### src/rtl/lsu_axi_master.sv
// lsu_axi_master
//   Bridges one LSU load/store request at a time onto an AXI4-Lite master port.
//   Loads are fetched as an aligned 8-byte beat and then byte-lane shifted and
//   sign/zero extended. Stores are shifted into their byte lanes and given a
//   matching strobe. Misaligned or illegal requests get an error response
//   straight away, and no bus traffic is issued for them.
//
// Ports
//   clk, rst (async, active-low)
//   req_*   : LSU request channel (valid/ready, load flag, funct3, addr, wdata)
//   resp_*  : completion channel (valid/ready, rdata, err)
//   m_ar*/m_r*          : AXI4-Lite read address / read data
//   m_aw*/m_w*/m_b*     : AXI4-Lite write address / write data / write response
//
// state   | meaning
// IDLE    | waiting for a request, req_ready = 1
// RD_ADDR | AR valid, waiting for m_arready
// RD_DATA | m_rready = 1, waiting for m_rvalid
// WR      | AW and W outstanding, each retired by its own handshake
// WR_RESP | m_bready = 1, waiting for m_bvalid
// RESP    | resp_valid = 1, waiting for resp_ready
module lsu_axi_master #(
  parameter int XLEN = 64
) (
  input  logic            clk,
  input  logic            rst,
  input  logic            req_valid,
  output logic            req_ready,
  input  logic            req_load,
  input  logic [2:0]      req_funct3,
  input  logic [XLEN-1:0] req_addr,
  input  logic [XLEN-1:0] req_wdata,
  output logic            resp_valid,
  input  logic            resp_ready,
  output logic [XLEN-1:0] resp_rdata,
  output logic            resp_err,
  output logic [XLEN-1:0] m_araddr,
  output logic            m_arvalid,
  input  logic            m_arready,
  input  logic [XLEN-1:0] m_rdata,
  input  logic [1:0]      m_rresp,
  input  logic            m_rvalid,
  output logic            m_rready,
  output logic [XLEN-1:0] m_awaddr,
  output logic            m_awvalid,
  input  logic            m_awready,
  output logic [XLEN-1:0] m_wdata,
  output logic [7:0]      m_wstrb,
  output logic            m_wvalid,
  input  logic            m_wready,
  input  logic [1:0]      m_bresp,
  input  logic            m_bvalid,
  output logic            m_bready
);

  typedef enum logic [2:0] {IDLE, RD_ADDR, RD_DATA, WR, WR_RESP, RESP} state_e;

  state_e          state_q;
  logic [2:0]      funct3_q;
  logic [2:0]      off_q;
  logic            req_ready_q, resp_valid_q, resp_err_q;
  logic [XLEN-1:0] resp_rdata_q;
  logic [XLEN-1:0] araddr_q, awaddr_q, wdata_q;
  logic            arvalid_q, rready_q, awvalid_q, wvalid_q, bready_q;
  logic [7:0]      wstrb_q;

  function automatic logic req_bad(input logic ld, input logic [2:0] f3, input logic [2:0] a);
    logic mis;
    case (f3[1:0])
      2'b00:   mis = 1'b0;
      2'b01:   mis = a[0];
      2'b10:   mis = |a[1:0];
      default: mis = |a;
    endcase
    return mis | (ld ? (f3 == 3'b111) : f3[2]);
  endfunction

  function automatic logic [7:0] store_strb(input logic [1:0] sz, input logic [2:0] a);
    logic [7:0] base;
    case (sz)
      2'b00:   base = 8'h01;
      2'b01:   base = 8'h03;
      2'b10:   base = 8'h0F;
      default: base = 8'hFF;
    endcase
    return base << a;
  endfunction

  function automatic logic [XLEN-1:0] load_ext(input logic [2:0] f3, input logic [XLEN-1:0] d);
    case (f3)
      3'b000:  return {{(XLEN-8){d[7]}}, d[7:0]};
      3'b001:  return {{(XLEN-16){d[15]}}, d[15:0]};
      3'b010:  return {{(XLEN-32){d[31]}}, d[31:0]};
      3'b100:  return {{(XLEN-8){1'b0}}, d[7:0]};
      3'b101:  return {{(XLEN-16){1'b0}}, d[15:0]};
      3'b110:  return {{(XLEN-32){1'b0}}, d[31:0]};
      default: return d;
    endcase
  endfunction

  logic [XLEN-1:0] rdata_d;
  assign rdata_d = load_ext(funct3_q, m_rdata >> {off_q, 3'b000});

  always_ff @(posedge clk or negedge rst) begin
    if (!rst) begin
      state_q      <= IDLE;
      funct3_q     <= '0;
      off_q        <= '0;
      req_ready_q  <= 1'b0;
      resp_valid_q <= 1'b0;
      resp_err_q   <= 1'b0;
      resp_rdata_q <= '0;
      araddr_q     <= '0;
      awaddr_q     <= '0;
      wdata_q      <= '0;
      wstrb_q      <= '0;
      arvalid_q    <= 1'b0;
      rready_q     <= 1'b0;
      awvalid_q    <= 1'b0;
      wvalid_q     <= 1'b0;
      bready_q     <= 1'b0;
    end else begin
      case (state_q)
        IDLE: begin
          if (req_valid && req_ready_q) begin
            req_ready_q <= 1'b0;
            funct3_q    <= req_funct3;
            off_q       <= req_addr[2:0];
            if (req_bad(req_load, req_funct3, req_addr[2:0])) begin
              state_q      <= RESP;
              resp_valid_q <= 1'b1;
              resp_err_q   <= 1'b1;
              resp_rdata_q <= '0;
            end else if (req_load) begin
              state_q   <= RD_ADDR;
              arvalid_q <= 1'b1;
              araddr_q  <= {req_addr[XLEN-1:3], 3'b000};
            end else begin
              state_q   <= WR;
              awvalid_q <= 1'b1;
              wvalid_q  <= 1'b1;
              awaddr_q  <= {req_addr[XLEN-1:3], 3'b000};
              wdata_q   <= req_wdata << {req_addr[2:0], 3'b000};
              wstrb_q   <= store_strb(req_funct3[1:0], req_addr[2:0]);
            end
          end else begin
            // Comes up 0 out of reset and rises on the first edge after release.
            req_ready_q <= 1'b1;
          end
        end
        RD_ADDR: begin
          if (m_arready) begin
            arvalid_q <= 1'b0;
            rready_q  <= 1'b1;
            state_q   <= RD_DATA;
          end
        end
        RD_DATA: begin
          if (m_rvalid) begin
            rready_q     <= 1'b0;
            resp_valid_q <= 1'b1;
            resp_err_q   <= (m_rresp != 2'b00);
            resp_rdata_q <= (m_rresp != 2'b00) ? '0 : rdata_d;
            state_q      <= RESP;
          end
        end
        WR: begin
          if (m_awready) awvalid_q <= 1'b0;
          if (m_wready)  wvalid_q  <= 1'b0;
          // A channel is done if it already handshook or handshakes this cycle.
          if ((!awvalid_q || m_awready) && (!wvalid_q || m_wready)) begin
            bready_q <= 1'b1;
            state_q  <= WR_RESP;
          end
        end
        WR_RESP: begin
          if (m_bvalid) begin
            bready_q     <= 1'b0;
            resp_valid_q <= 1'b1;
            resp_err_q   <= (m_bresp != 2'b00);
            resp_rdata_q <= '0;
            state_q      <= RESP;
          end
        end
        RESP: begin
          if (resp_ready) begin
            resp_valid_q <= 1'b0;
            resp_err_q   <= 1'b0;
            resp_rdata_q <= '0;
            req_ready_q  <= 1'b1;
            state_q      <= IDLE;
          end
        end
        default: state_q <= IDLE;
      endcase
    end
  end

  assign req_ready  = req_ready_q;
  assign resp_valid = resp_valid_q;
  assign resp_err   = resp_err_q;
  assign resp_rdata = resp_rdata_q;
  assign m_araddr   = araddr_q;
  assign m_arvalid  = arvalid_q;
  assign m_rready   = rready_q;
  assign m_awaddr   = awaddr_q;
  assign m_awvalid  = awvalid_q;
  assign m_wdata    = wdata_q;
  assign m_wstrb    = wstrb_q;
  assign m_wvalid   = wvalid_q;
  assign m_bready   = bready_q;

endmodule

### config.mk
export PLATFORM = sky130hd
export DESIGN_NAME = lsu_axi_master
export DESIGN_NICKNAME = d
export VERILOG_FILES = /design/src/rtl/lsu_axi_master.sv
export SDC_FILE = /design/constraint.sdc
export NUM_CORES = 1
export LEC_CHECK = 0
export ABC_AREA = 1
export BUFFER_PORTS_ARGS = -buffer_cell sky130_fd_sc_hd__buf_2
export CAP_MARGIN = 20
export CORE_AREA = 5 5 183 185
export CTS_CLUSTER_DIAMETER = 200
export DETAILED_ROUTE_END_ITERATION = 10
export DIE_AREA = 0 0 188 190
export PLACE_DENSITY = 0.83
export SLEW_MARGIN = 5
export SYNTH_ARGS = -nofsm -noshare
export SYNTH_HDL_FRONTEND = slang
export SYNTH_SLANG_ARGS = --single-unit
### constraint.sdc
create_clock -name clk -period 3.1 [get_ports clk]
set_input_delay 0.465 -clock clk [delete_from_list [all_inputs] [get_ports clk]]
set_output_delay 0.465 -clock clk [all_outputs]
set_load 0.02 [all_outputs]
## Word-level counts from Yosys, hierarchy flattened

Index checks and enable logic that the tools add are counted.

- Reduce and logical (&&, ||, !) cells: 30
- Shift-type cells: 3
- Equality and inequality tests: 25
- Multiplexer cells: 56
- Bitwise gates (word level): 3

Operator list:

| cell | count |
|---|---|
| $mux 64 | 6 |
| $pmux 64 s6 | 1 |
| $pmux 64 s4 | 1 |
| $shl 64x6->64 | 1 |
| $shr 64x6->64 | 1 |
| $mux 8 | 4 |
| $mux 1 | 25 |
| $ne 2x2->1 const B | 12 |
| $pmux 8 s3 | 1 |
| $mux 3 | 7 |
| $eq 3x3->1 const B | 6 |
| $pmux 3 s6 | 1 |
| $reduce_and 5->1 | 3 |
| $reduce_bool 2->1 | 7 |
| $pmux 1 s2 | 6 |
| $reduce_and 6->1 | 2 |
| $eq 3x2->1 const B | 3 |
| $pmux 1 s4 | 2 |
| $reduce_and 4->1 | 2 |
| $shl 8x3->8 | 1 |
| $eq 3x1->1 const B | 2 |
| $logic_not 3->1 | 2 |
| $reduce_and 3->1 | 2 |
| $reduce_and 2->1 | 2 |
| other kinds (13) | 17 |

- Logic and storage cells: 133
- Output and inout port bits: 272
- Register bits after elaboration: 275
- Input port bits: 209

## Longest topological paths before layout

- Depth after elaboration: 9
- Mapped depth: 12
- Mapped depth without buffers: 11

## Worst setup path before layout

OpenSTA, ideal clock, no wires.

- Kind: input -> register
- Start: input req_addr[1]
- End: register wdata_q[60] (netlist: m_wdata[60])
- Data arrival time: 1536 ps
- Path buffers: 3
- Setup time: 117 ps
- Data required time: 2983 ps
- Stages on the path: 11
- Setup slack: 1447 ps
- Cell sequence: inv_2 nand3_1 nand3_1 nand2_1 inv_2 nand3_1 buf_4 buf_4 buf_4 nand2_1 nand2_1

- Longest elaborated chain between the ends: 7
- Elaborated cells between the ends (all ways): 9
- Classes of those cells: shift: 1; mux: 3; bitwise: 2; reduce/logical: 3

RTL lines:

| item | line | RTL |
|---|---|---|
| start, declared | 31 | `input logic [XLEN-1:0] req_addr,` |
| $reduce_or 3->1 or $reduce_or 2->1 (tied branches) | 73, 72 |  |
| $pmux 1 s3 | 69 | `case (f3[1:0])` |
| $mux 1 | 125 | `if (req_valid && req_ready_q) begin` |
| $mux 1 | 123 | `case (state_q)` |
| $or 1x1->1 | 75 | `return mis \| (ld ? (f3 == 3'b111) : f3[2]);` |
| $not 1->1 (no source line) | - |  |
| $reduce_and 4->1 (no source line) | - |  |
| end signal, assigned | 143 | `wdata_q <= req_wdata << {req_addr[2:0], 3'b000};` |
| end, declared | 63 | `logic [XLEN-1:0] araddr_q, awaddr_q, wdata_q;` |

Several ways; a longest one is shown, not always the timed one. The select of a mux whose other input is x is not followed.
A chain may end at the register's enable or synchronous reset.

## Final worst setup path

- Start: register off_q[0]
- End: register resp_rdata_q[60] (netlist: resp_rdata[60])

- Longest elaborated chain between the ends: 5

RTL lines:

| item | line | RTL |
|---|---|---|
| start, declared | 60 | `logic [2:0] off_q;` |
| start signal, assigned | 128 | `off_q <= req_addr[2:0];` |
| $shr 64x6->64 | 102 | `assign rdata_d = load_ext(funct3_q, m_rdata >> {off_q, 3'b000});` |
| $pmux 64 s6 | 90 | `case (f3)` |
| $mux 64 | 163 | `resp_rdata_q <= (m_rresp != 2'b00) ? '0 : rdata_d;` |
| $mux 64 | 159 | `if (m_rvalid) begin` |
| $pmux 64 s4 | 123 |  |
| end signal, assigned | 163 |  |
| end, declared | 62 | `logic [XLEN-1:0] resp_rdata_q;` |

Every way passes these cells. The select of a mux whose other input is x is not followed.

==> metrics.md <==
| Metric | Value |
|---|---|
| Post-DRT Antenna Nets | 0 |
| Number of nets in the layout | roughly 2,600 |
| CP endpoint kind | flop |
| Overall power | around 17,000 uW |
| Core area | approximately 0.032 mm2 |
| Number of global-route vias before repair | around 15,000 |
| Average size of a mapped cell | between 7 and 8 um2 |
| Site row count | 66 |
| Yosys top cell by area | dfrtp_1 |
| Placer Congestion | roughly 1 |
| Crit share post-route | between 70% and 80% |
| Number of CTS-inserted buffers | 30 |
| Die width | around 190 um |
| VDD IR max | 0.000738 V |
| Outcome | completed |
| Most common cell after layout, fill and taps aside | nand2_1 |
| Top fanout value on the critical path | 59 |
| Worst EP arrival | 2890 ps |
| Global-route wire length before repair | 80,800 um |
| Most frequent cells in the layout | nand2_1, buf_2, o21ai_0, dfrtp_1, nand3_1 |
| Count of final max-slew check failures | 0 |
| Peak Freq | 419 MHz |
| DRT Pass-1 Iters | 6 |
| Cell Area, Placed | around 0.017 mm2 |
| Synthesized area | ~0.014 mm2 |
| Clk pin slew, worst setup/hold paths | 60 ps |
| Leakage | 0.0107 uW |
| Total Neg Setup Slack | 0 ps |
| Overall overflow remaining after global route | 0 |
| Final Util | between 50% and 60% |
| TritonCTS clock tree | done |
| Most used DFF post-synth | dfrtp_1 |
| DRT Wirelength | 52,700 um |
| Largest net degree at the start of global routing | 95 |
| Setup bufs post-CTS | 0 |
| Antenna violations before repair | 4 |
| Yosys warns | 0 |
| Hold WC Path Type | input port to flop |
| Share of the yosys chip area belonging to registers | 47.8% |
| Drt initial violations | ~1,400 |
| Worst-case clock buffer depth | 3 |
| Post-DP HPWL | between 30,000 and 40,000 um |
| Max Cap Violations | 0 |
| Layout cell share with drive strength beyond 1 | 25.0% |
| Routed len/inst | 18.5 um |
| Hold buffers post-CTS | 1 |
| Cells after Synth | 2,003 |
| Yosys reg bits | about 280 |
| Slew margin rel. | about 49% |
| Ys async rst share | 100% |
| CTS sink cnt | 275 |
| RSZ-0062 raised after global routing | false |
| Ports | 481 |
| Crit path required time | 3600 ps |
| Kind of critical path | flop to flop |
| Tot GR Track Use | 28.2% |
| Worst skew pair latency | between 500 and 600 ps |
| Initial core utilization | ~45% |
| Vias per cell | 5.33 |
| Die area | 0.0357 mm2 |
| Setup crit start kind | flop |
| Via count | 15,200 |
| Top cells by area, synth | dfrtp_1, nand2_1, o21ai_0 |
| PwrDens | 963 mW/mm2 |
| Synth cell types | 36 |
| Port bufs | 474 |
| Final setup viols | 0 |
| P&R area growth vs syn | 26.2% |
| DRC viols | 0 |
| Post-CTS resize count | 0 |
| Clk_skew | approximately 13 ps |
| H-tree lvl count | 1 |
| Clk Tree Root Cell | clkbuf_16 |
| Minimum clock period | 2390 ps |
| Die span in y | about 190 um |
| Hold Vio Cnt, Final | 0 |
| Post-synth EDFFs | 0 |
| Finished Cell Area | roughly 0.018 mm2 |
| Synth top area share | 47.8% |
| Fillers | 3,047 |
| Worst-margin pin slew | 768 ps |
==> layer usage <==
metal	routed length (um)	global-route usage (%)	vias up
li1	-	-	7168
met1	20800	36.3	7051
met2	24300	45.1	809
met3	4810	6.75	158
met4	2820	13.5	4
met5	21	0	-
==> through the flow <==
step                setup slack (ps)  hold WS, ps  instances
floorplan                       1450          169       2008
global placement                 722          452       2793
detailed placement               656          454       2793
CTS                              751         77.8       2850
global route                     391         82.6       2851
finish                           713         99.8       2851
==> synth_stat cells (2+ instances only) <==
library cell	number
a21oi_1	37
a22oi_1	2
a31oi_1	2
buf_1	14
buf_2	53
buf_4	13
buf_6	2
clkbuf_1	51
dfrtp_1	275
inv_1	126
inv_2	10
mux2i_1	18
nand2_1	850
nand2_2	5
nand3_1	131
nor2_1	72
nor2_2	2
nor2_4	2
nor3_1	5
o211ai_1	12
o21a_1	2
o21ai_0	283
o21ai_1	5
o22ai_1	2
or2_2	18
==> worst max-delay path, stage by stage, from the launching register on <==
cell     delay, ps
dfrtp_1        350
buf_4          460
nand2_1        150
nand3_1        150
nand3_1         90
nand2_1        120
nand2_2        110
nand2_1        110
inv_2           80
nand2_2        440
nand2_1        140
nand2_1         80
==> power breakdown <==
group | leakage (uW) | switching, uW | internal, uW | total, uW
registers | 0.00363 | 841 | 4870 | 5710
clock network | 0.000536 | 1580 | 2270 | 3850
logic | 0.00652 | 5560 | 2370 | 7920
total | 0.0107 | 7970 | 9510 | 17500
==> registers in the layout, summed over array words and instances (netlist names), 3 cells and up <==
signal / count
funct3_q: 3
state_q: 3
m_araddr: 61
m_wstrb: 8
m_awaddr: 61
off_q: 3
m_wdata: 64
resp_rdata: 64
==> cell type report <==
class                   count  area (um2)  area share (%)
repair buffers            511        2750            15.2
inverters                 137         514            2.83
diodes                      1        2.50          0.0138
clock buffers              37         837            4.61
multi-input cells        1463        6410            35.3
well taps                 408         510            2.81
flip-flops and latches    275        6880            37.9
clock inverters            19         241            1.33
==> logic make-up after synthesis <==
logic type | count (synthesis) | synth area share [%]
and+or+nand+nor | 1090 | 30.4
AOI/OAI and AO/OA | 349 | 12.5
DFF | 275 | 47.8
buffers and inverters | 270 | 7.95
muxes | 18 | 1.25
other | 1 | 0.0261
==> worst paths after layout <==
kind	start	end	slack (ps)	cells after the start
setup / recovery	off_q[0]	resp_rdata[60]	710	11
hold / removal	m_wready	m_wvalid	100	2
setup reg to reg	off_q[0]	resp_rdata[60]	710	11
hold reg to reg	m_wdata[37]	m_wdata[37]	470	2
max in group asynchronous	rst	funct3_q[0]	1700	3
min in group asynchronous	rst	m_awaddr[17]	520	2
Power figures use the tool's default switching activity.
